[config.mk]
export PLATFORM = sky130hd
export DESIGN_NAME = piezo_sched
export DESIGN_NICKNAME = d
export VERILOG_FILES = /design/src/rtl/piezo_pkg.sv /design/src/rtl/tone_gen.sv /design/src/rtl/piezo_sched.sv
export SDC_FILE = /design/constraint.sdc
export NUM_CORES = 1
export LEC_CHECK = 0
export BUFFER_PORTS_ARGS = -buffer_cell sky130_fd_sc_hd__buf_2
export CAP_MARGIN = 20
export CORE_UTILIZATION = 60
export CTS_CLUSTER_DIAMETER = 50
export CTS_CLUSTER_SIZE = 24
export DETAILED_ROUTE_END_ITERATION = 12
export PLACE_DENSITY = 0.87
export SLEW_MARGIN = 30
export SYNTH_ARGS = -nofsm -noshare
export SYNTH_HDL_FRONTEND = slang
export SYNTH_SLANG_ARGS = --single-unit
[constraint.sdc]
create_clock -name clk -period 4.4 [get_ports clk]
set_input_delay 0.66 -clock clk [delete_from_list [all_inputs] [get_ports clk]]
set_output_delay 0.66 -clock clk [all_outputs]
set_load 0.05 [all_outputs]
[src/rtl/piezo_pkg.sv]
// Shared types, note/duration constants and tune tables for the piezo scheduler.
// Consumers: tone_gen and piezo_sched (optional PIEZO_PREEMPT_EN build).
package piezo_pkg;

    typedef enum logic [2:0] {
        REST,
        G6,
        C7,
        E7,
        G7
    } note_t;

    typedef enum logic [1:0] {
        Q,
        H,
        DH,
        W
    } dur_t;

    typedef enum logic [1:0] {
        IDLE,
        PLAY,
        DONE
    } state_t;

    typedef struct packed {
        note_t note;
        dur_t  dur;
    } tune_ent_t;

    localparam int N_TUNES   = 3;
    localparam int MAX_NOTES = 6;

    localparam logic [14:0] DIV_G6 = 15'd31888;
    localparam logic [14:0] DIV_C7 = 15'd23890;
    localparam logic [14:0] DIV_E7 = 15'd18960;
    localparam logic [14:0] DIV_G7 = 15'd15944;

    localparam logic [24:0] DUR_Q  = 25'd4194304;
    localparam logic [24:0] DUR_H  = 25'd8388608;
    localparam logic [24:0] DUR_DH = 25'd12582912;
    localparam logic [24:0] DUR_W  = 25'd16777216;

    // Row 0 fanfare, row 1 low battery, row 2 fault; unused slots are rests.
    localparam tune_ent_t TUNES [N_TUNES][MAX_NOTES] = '{
        '{'{G6, H}, '{C7, H}, '{E7, H},
          '{G7, DH}, '{E7, Q}, '{G7, W}},
        '{'{E7, Q}, '{REST, Q}, '{E7, Q},
          '{REST, Q}, '{E7, Q}, '{REST, Q}},
        '{'{G7, Q}, '{G6, Q}, '{G7, Q},
          '{G6, Q}, '{REST, Q}, '{REST, Q}}
    };

    localparam logic [2:0] TUNE_LEN [N_TUNES] = '{
        3'd6, 3'd6, 3'd4
    };

    function automatic logic [14:0] note_div(input note_t n);
        logic [14:0] d;
        d = 15'd0;
        unique case (n)
            G6:      d = DIV_G6;
            C7:      d = DIV_C7;
            E7:      d = DIV_E7;
            G7:      d = DIV_G7;
            default: d = 15'd0;
        endcase
        return d;
    endfunction

    function automatic logic [24:0] dur_clk(input dur_t t);
        logic [24:0] d;
        d = DUR_Q;
        unique case (t)
            Q:       d = DUR_Q;
            H:       d = DUR_H;
            DH:      d = DUR_DH;
            W:       d = DUR_W;
            default: d = DUR_Q;
        endcase
        return d;
    endfunction

    function automatic logic [2:0] pick_hi(input logic [2:0] p);
        logic [2:0] g;
        g = 3'b000;
        if (p[2])
            g = 3'b100;
        else if (p[1])
            g = 3'b010;
        else if (p[0])
            g = 3'b001;
        return g;
    endfunction

    // Requesters that outrank the given one-hot grant.
    function automatic logic [2:0] hi_mask(input logic [2:0] g);
        logic [2:0] m;
        m = 3'b000;
        unique case (1'b1)
            g[0]:    m = 3'b110;
            g[1]:    m = 3'b100;
            default: m = 3'b000;
        endcase
        return m;
    endfunction

endpackage

[src/rtl/tone_gen.sv]
// Square-wave tone generator: period counter, half-period compare and
// registered complementary outputs; silent while disabled or resting.
module tone_gen
    import piezo_pkg::*;
(
    input  logic  clk,
    input  logic  rst,
    input  logic  en,
    input  logic  clr,
    input  note_t note,
    output logic  piezo,
    output logic  piezo_n
);

    logic [14:0] freq_cnt;
    logic [14:0] div;
    logic [14:0] half;
    logic        tone_on;
    logic        hold;

    assign div     = note_div(note);
    assign half    = div >> 1;
    assign tone_on = (freq_cnt < half);
    assign hold    = rst || !en || clr || (note == REST);

    always_ff @(posedge clk) begin
        if (hold) begin
            freq_cnt <= 15'd0;
            piezo    <= 1'b0;
            piezo_n  <= 1'b0;
        end else begin
            if (freq_cnt == div - 15'd1)
                freq_cnt <= 15'd0;
            else
                freq_cnt <= freq_cnt + 15'd1;
            piezo   <= tone_on;
            piezo_n <= ~tone_on;
        end
    end

endmodule

[src/rtl/piezo_sched.sv]
// Piezo scheduler: latches tune requests, grants the highest priority one and
// walks its note table. Optional PIEZO_PREEMPT_EN lets higher tunes abort.
module piezo_sched
    import piezo_pkg::*;
#(
    parameter int FAST_SIM = 1
) (
    input  logic       clk,
    input  logic       rst,
    input  logic [2:0] req,
    output logic       busy,
    output logic [2:0] grant,
    output logic       done,
    output logic       piezo,
    output logic       piezo_n
);

    localparam logic [24:0] STEP =
        (FAST_SIM != 0) ? 25'd16 : 25'd1;

    state_t      state;
    state_t      state_d;
    logic [2:0]  pending;
    logic [2:0]  grant_q;
    logic [2:0]  grant_nxt;
    logic [2:0]  clr_mask;
    logic [2:0]  idx;
    logic [24:0] dur_cnt;
    logic [1:0]  tune_id;
    tune_ent_t   cur;
    logic        start;
    logic        note_end;
    logic        last_note;
    logic        preempt;
    logic        tone_en;

    always_comb begin
        tune_id = 2'd0;
        unique case (1'b1)
            grant_q[1]: tune_id = 2'd1;
            grant_q[2]: tune_id = 2'd2;
            default:    tune_id = 2'd0;
        endcase
    end

    assign cur       = TUNES[tune_id][idx];
    assign last_note = (idx == TUNE_LEN[tune_id] - 3'd1);
    assign note_end  = (dur_cnt >= dur_clk(cur.dur) - STEP);
    assign grant_nxt = pick_hi(pending);
    assign start     = (state == IDLE) && (pending != 3'b000);
    assign clr_mask  = start ? grant_nxt : 3'b000;

`ifdef PIEZO_PREEMPT_EN
    assign preempt = (state == PLAY) &&
                     ((pending & hi_mask(grant_q)) != 3'b000);
`else
    assign preempt = 1'b0;
`endif

    always_ff @(posedge clk) begin
        if (rst)
            state <= IDLE;
        else
            state <= state_d;
    end

    always_comb begin
        state_d = state;
        unique case (state)
            IDLE: begin
                if (pending != 3'b000)
                    state_d = PLAY;
            end
            PLAY: begin
                if (preempt)
                    state_d = IDLE;
                else if (note_end && last_note)
                    state_d = DONE;
            end
            DONE:    state_d = IDLE;
            default: state_d = IDLE;
        endcase
    end

    // Set wins over the grant clear, so a re-request while granted queues a replay.
    always_ff @(posedge clk) begin
        if (rst) begin
            pending <= 3'b000;
            grant_q <= 3'b000;
            idx     <= 3'd0;
            dur_cnt <= 25'd0;
        end else begin
            pending <= (pending & ~clr_mask) | req;
            if (start) begin
                grant_q <= grant_nxt;
                idx     <= 3'd0;
                dur_cnt <= 25'd0;
            end else if (state == PLAY && !preempt) begin
                if (note_end) begin
                    dur_cnt <= 25'd0;
                    if (!last_note)
                        idx <= idx + 3'd1;
                end else begin
                    dur_cnt <= dur_cnt + STEP;
                end
            end
        end
    end

    always_comb begin
        busy  = (state == PLAY);
        done  = (state == DONE);
        grant = (state == IDLE) ? 3'b000 : grant_q;
    end

    // Tone runs only while staying in PLAY, so exits leave the pads quiet.
    assign tone_en = (state == PLAY) && (state_d == PLAY);

    tone_gen u_tone (
        .clk     (clk),
        .rst     (rst),
        .en      (tone_en),
        .clr     (note_end),
        .note    (cur.note),
        .piezo   (piezo),
        .piezo_n (piezo_n)
    );

endmodule

* After elaboration in Yosys (flattened, before gate mapping)
Index checks and enable logic that the tools add are counted.
** Cells by class
- Add/sub/neg operators :: 6
- $lt $le $gt $ge :: 4
- Eq/ne operators :: 12
- Mux-type cells :: 21
- Bitwise gates (word level) :: 7
- Reduce and logical (&&, ||, !) cells :: 14
** Operators with widths (count)
- case mux 25 bit (4 select lines) :: 1
- binary-select mux 30 bit (select 2 bit) :: 1
- 2-to-1 mux 30 bit :: 2
- case mux 15 bit (4 select lines) :: 1
- adder 25 x 5 -> 25 bit, second input constant :: 1
- greater-or-equal comparator 25 bit :: 1
- 2-to-1 mux 25 bit :: 1
- subtractor 25 x 5 -> 25 bit, second input constant :: 1
- adder 15 x 1 -> 15 bit, second input constant :: 1
- binary-select mux 5 bit (select 3 bit) :: 1
- equality test 15 bit :: 1
- < comparator 15 x 14 -> 1 bit :: 1
- 2-to-1 mux 3 bit :: 5
- subtractor 15 x 1 -> 15 bit, second input constant :: 1
- 2-to-1 mux 5 bit :: 2
- case mux 2 bit (2 select lines) :: 2
- binary-select mux 3 bit (select 2 bit) :: 1
- equality test 2 x 1 -> 1 bit, second input constant :: 3
- equality test 2 bit, second input constant :: 3
- equality test 3 x 2 -> 1 bit, second input constant :: 2
- 2-to-1 mux 2 bit :: 3
- greater-or-equal comparator 4 bit, second input constant :: 1
- zero test 2 bit :: 2
- inverter 3 -> 4 bit :: 1
- other kinds (19) :: 25
** Storage, ports and cells
- Bits in registers :: 53
- Bits of input ports :: 5
- Output and inout bits :: 7
- Logic and storage cells :: 72

* Logic depth before layout (Yosys ltp)
- Depth in word-level cells :: 22
- Gate-level depth with buffers :: 14
- Mapped depth without buffers :: 11

* Modules after synthesis
A second synthesis with hierarchy kept.
** Unflattened totals
- Cells, all modules :: 395
- Area total of the unflattened synthesis :: 3239.4 um^2
** Modules (own cells, without submodules)
- piezo_sched :: instances 1, cells an instance 214, area an instance 1726.7 um^2, seq. area each 640.6 um^2
- tone_gen :: instances 1, cells an instance 181, area an instance 1512.7 um^2, seq. area each 340.3 um^2

* Least setup slack after synthesis
No wires, ideal clock.
- Path type :: flip-flop to flip-flop
- Start point :: register idx[0]
- End point :: register u_tone.freq_cnt[10]
- Setup time :: 0.062 ns
- Data arrival time :: 3.064 ns
- Data required time :: 4.338 ns
- Path slack :: 1.274 ns
- Stages on the path, launching flop included :: 15
- Path buffers :: 3
- Clock period less this slack :: 3.126 ns
- Cells stage by stage :: dfxtp_1 buf_4 clkbuf_1 nand2_1 o211ai_1 inv_1 ha_1 xor2_1 ha_1 o21ai_0 nand2b_1 a2111oi_2 buf_2 nand2_1 nor2_2
** Between the ends
- Cells in the longest elaborated chain, start to end :: 18
- Elaborated cells on any way between the ends :: 30
- Classes of those cells :: 2 x add/sub; 1 x order compare; 10 x eq/ne; 7 x mux; 1 x bitwise; 9 x reduce/logical
** RTL lines
- start, declared :: RTL line piezo_sched.sv:27 : logic [2:0] idx;
- start signal, assigned :: RTL line piezo_sched.sv:102 : idx <= idx + 3'd1;
- inverter 3 -> 4 bit (implied by the code) :: RTL line piezo_sched.sv:46 : assign cur = TUNES[tune_id][idx];
- binary-select mux 5 bit (select 3 bit) :: RTL line piezo_sched.sv:46
- 2-to-1 mux 5 bit (implied by the code) (2 in series) :: RTL line piezo_sched.sv:46
- equality test 2 bit, or another cell as far along :: RTL line piezo_pkg.sv:74 : unique case (t)
- case mux 25 bit (4 select lines) :: RTL line piezo_pkg.sv:74
- subtractor 25 x 5 -> 25 bit :: RTL line piezo_sched.sv:48 : assign note_end = (dur_cnt >= dur_clk(cur.dur) - STEP);
- greater-or-equal comparator 25 bit :: RTL line piezo_sched.sv:48
- logical AND 1 bit :: RTL line piezo_sched.sv:77 : else if (note_end && last_note)
- 2-to-1 mux 2 bit :: RTL line piezo_sched.sv:77
- case mux 2 bit (2 select lines) :: RTL line piezo_sched.sv:69 : unique case (state)
- equality test 2 x 1 -> 1 bit :: RTL line piezo_sched.sv:117 : assign tone_en = (state == PLAY) && (state_d == PLAY);
- logical AND 1 bit :: RTL line piezo_sched.sv:117
- zero test 1 bit :: RTL line tone_gen.sv:24 : assign hold = rst || !en || clr || (note == REST);
- logical OR 1 bit (3 in series) :: RTL line tone_gen.sv:24
- OR reduction 2 bit (no source line) (*)
- end signal, assigned :: RTL line tone_gen.sv:35 : freq_cnt <= freq_cnt + 15'd1;
- end, declared :: RTL line tone_gen.sv:15 : logic [14:0] freq_cnt;
Mark *: on every way between the ends. The rest lies on a longest branch, timed or not. The select of a mux whose other input is x is not followed.
A chain may end at the register's enable or synchronous reset.

* Worst setup path in the final report
- Start point :: register idx[0]
- End point :: register u_tone.freq_cnt[3]
Same word-level chain as after synthesis.

==> summary.md <==
| Metric | Value |
|---|---|
| Standard cell core area | 4880 um2 |
| Hpwl dp | 4411 um |
| Cell area reported after detailed placement | 3181 um2 |
| Number of clock sinks seen by CTS | 49 |
| Critical path start-end classification | flop to flop |
| Post-Route Skew | 0.008138 ns |
| Clock insertion delay at the later pin of the skew report | 0.30 ns |
| H-tree lvl count | 2 |
| Proportion of synthesized chip area in sequential cells | 31.40% |
| Total standard cell area after synthesis | 3124 um2 |
| Number of different library cells in the post-synthesis netlist | 61 |
| Clock root buffer | clkbuf_8 |
| Share of layout cells above drive strength 1 | 10.31% |
| Part of the total power dissipated in combinational logic | 10.6% |
| Std cell rows | 25 |
| Starting density of the core | 64.03% |
| IR drop worst, VDD | 0.2377 mV |
| Total net switching power | 0.2194 mW |
| Total number of yosys warnings | 0 |
| Cell-internal power | 0.6706 mW |
| Number of failing setup endpoints in the final timing report | 0 |
| Flip-flop cell with the highest count after synthesis | dfxtp_1 |
| Gate count of the mapped netlist | 384 |
| Global route hottest layer | met2 |
| Hold violation count in the final report | 0 |
| Outcome | finished clean |
| Pin count of the biggest net entering global routing | 24 |
| FF+latch count, synth | 49 |
| Type of destination of the critical path | flop |
| Initial antenna violation count | 0 |
| Hold WC Path Type | flop to flop |
| Proportion of power drawn by the clock network | 37.3% |
| Global-route wire length before repair | 10460 um |
| Setup repair after global routing missed its margin | no |
| Register clock-pin slew on the reported worst setup and hold paths | 0.09 ns |
| Max-cap viol count | 0 |
| Highest attainable clock frequency | 0.2823 GHz |
| Synthesis-to-finish area growth | 5.647% |
| Slew margin rel. | 50.26% |
| Drt pass-1 iters | 5 |
| Total clock buffers created by CTS | 5 |
| X dimension of the die | 74.16 um |
| Vertical extent of the die | 74.16 um |
| Total of cells resized after clock tree synthesis | 0 |
| Clock period minus worst slack | 3.542 ns |
| Sequential group share of total power | 52.1% |
| Antenna Nets Post-Route | 0 |
| Met1 track demand over resource | 31.32% |
| Number of synthesized flops with an enable pin | 0 |
| Average cell area after synthesis | 8.136 um2 |
| Post-detailed-route via-to-cell ratio | 5.802 |
| Number of global-route vias before repair | 2423 |
| Full die area | 5500 um2 |
| Measured slew at the worst slew-check pin | 0.7450 ns |
| Commonest non-fill, non-tap cells in the layout | nor2_1, dfxtp_1, nand2_1, xnor2_1, ha_1 |
| Global-route track usage on met3 | 4.336% |
| Nets in the synthesized netlist | 409 |
| Signal arrival time at the worst endpoint | 3.73 ns |
| Overall fraction of global-route tracks in use | 24.41% |
| Remaining design rule violation count | 0 |
| 1st-iter DRT viols | 302 |
| Setup Fix Bufs, Post-CTS | 0 |
| Sum of routed wire length over all layers | 6247 um |
| I/O Pins | 12 |
| Number of pins exceeding their max-slew limit in the final report | 0 |
| Port Buffer Count | 11 |
| Final Cycle Share | 80.51% |
| Total congestion overflow after global routing | 0 |
| Pleak | 1.266 nW |
| Critical Path Source Type | flop |
| Max Fanout on Critical Path | 23 |
| Final instance area | 3301 um2 |
| Switching share of power | 24.65% |
| Critical path data required time | 4.58 ns |
| Most common library cell in the layout ignoring fill and taps | nor2_1 |
| Clock tree from TritonCTS | yes |
| Setup tns final | 0 ns |
| Final RePlAce weighted congestion | 0.8969 |
| Routed via count | 2640 |
| NumNets Final | 412 |
| Async SR Flop Fraction | 0% |
| Average routed wire per standard cell | 13.73 um |
| Cell Pwr Density | 269.6 nW/um2 |
| Hold buffer count at cts | 0 |
| Routing usage on met2 | 41.82% |
| Maximum buffer depth of the clock tree | 2 |
| Diodes inserted | 0 |
==> critical path: stages, from the launching register on <==
cell and delay (ns):
dfxtp_1 0.81, inv_1 0.19, nor3_1 0.22, a31oi_1 0.05
or2_2 0.32, ha_1 0.24, a21o_1 0.21, a22o_1 0.23
or4_1 0.45, a2111oi_4 0.31, buf_4 0.30, nor2_1 0.08
==> layer usage <==
metal / part of all wire (%) / up-vias
met4: 1.1 / 0
met1: 47 / 1220
met2: 48 / 68
met3: 4.3 / 6
met5: 0 / -
li1: - / 1346
==> worst paths after layout <==
check                           cells after the start                       endpoint               startpoint  slack, ns
worst max-delay path                               11  u_tone.freq_cnt[3]$_SDFF_PP0_      idx[0]$_SDFFE_PP0P_       0.86
worst min register to register                      2        grant_q[0]$_SDFFE_PP0P_  grant_q[0]$_SDFFE_PP0P_       0.51
worst max register to register                     11  u_tone.freq_cnt[3]$_SDFF_PP0_      idx[0]$_SDFFE_PP0P_       0.86
worst min-delay path                                2        grant_q[0]$_SDFFE_PP0P_  grant_q[0]$_SDFFE_PP0P_       0.51
==> registers in the layout, indices dropped and copies added, names as in the netlist <==
signal,cells
u_tone.piezo_n,1
dur_cnt,21
u_tone.freq_cnt,15
pending,3
state,2
grant_q,3
u_tone.piezo,1
idx,3
==> cells in the mapped netlist, types with 4 or more instances <==
cell type   n  area, um2
nand4_1     9      56.30
clkbuf_1    7      26.28
xnor2_1    24      210.2
a21oi_1    15      75.07
nor2b_1     8      50.05
dfxtp_1    49      980.9
nand3_1    14      70.07
ha_1       20      250.2
nor2_1     50      187.7
o21ai_1     4      20.02
xor2_1     19      166.4
inv_1      10      37.54
o21ai_0    12      60.06
and2_1      4      25.02
and4_1      5      43.79
or3_1       4      25.02
nand2_1    37      138.9
buf_4       5      37.54
and3_1      6      37.54
a21o_1      6      45.04
nor2_2     10      62.56
nor3_1     13      65.06
==> per-stage QoR <==
stage,power (mW),hold slack (ns),cells,worst slack [ns],utilization [%]
after global routing,0.9245,0.5420,455,0.6517,67.64
final,0.8900,0.5081,455,0.8576,67.64
after floorplan,0.5472,0.4521,384,1.274,-
after global placement,0.5640,0.4864,447,1.058,65.18
after CTS,0.8950,0.5109,455,0.8792,67.64
after detailed placement,0.5671,0.4954,447,0.9049,65.18
==> kinds of logic after synthesis <==
group	share of synthesized area, %
simple gates	28.11
compound gates	15.30
flops	31.40
xor+xnor	12.05
buf+inv	4.806
fa+ha+maj	8.010
mux	0.3204
==> area by class of cell <==
cell class | count | area (um2)
clock buffers | 6 | 82.58
clock inverters | 2 | 37.54
fillers | 388 | 1579
inverters | 12 | 45.04
multi-input cells | 305 | 1993
flip-flops and latches | 49 | 980.9
well taps | 67 | 83.83
repair buffers | 14 | 77.57
==> power groups by stage <==
stage	combinational, mW	clock (mW)	sequential [mW]
floorplan	0.0781	0	0.469
global placement	0.0902	0	0.474
detailed placement	0.0929	0	0.474
global route	0.105	0.354	0.466
finish	0.0939	0.332	0.464
CTS	0.0939	0.337	0.464
No activity file was read; power rests on OpenSTA's default activity.
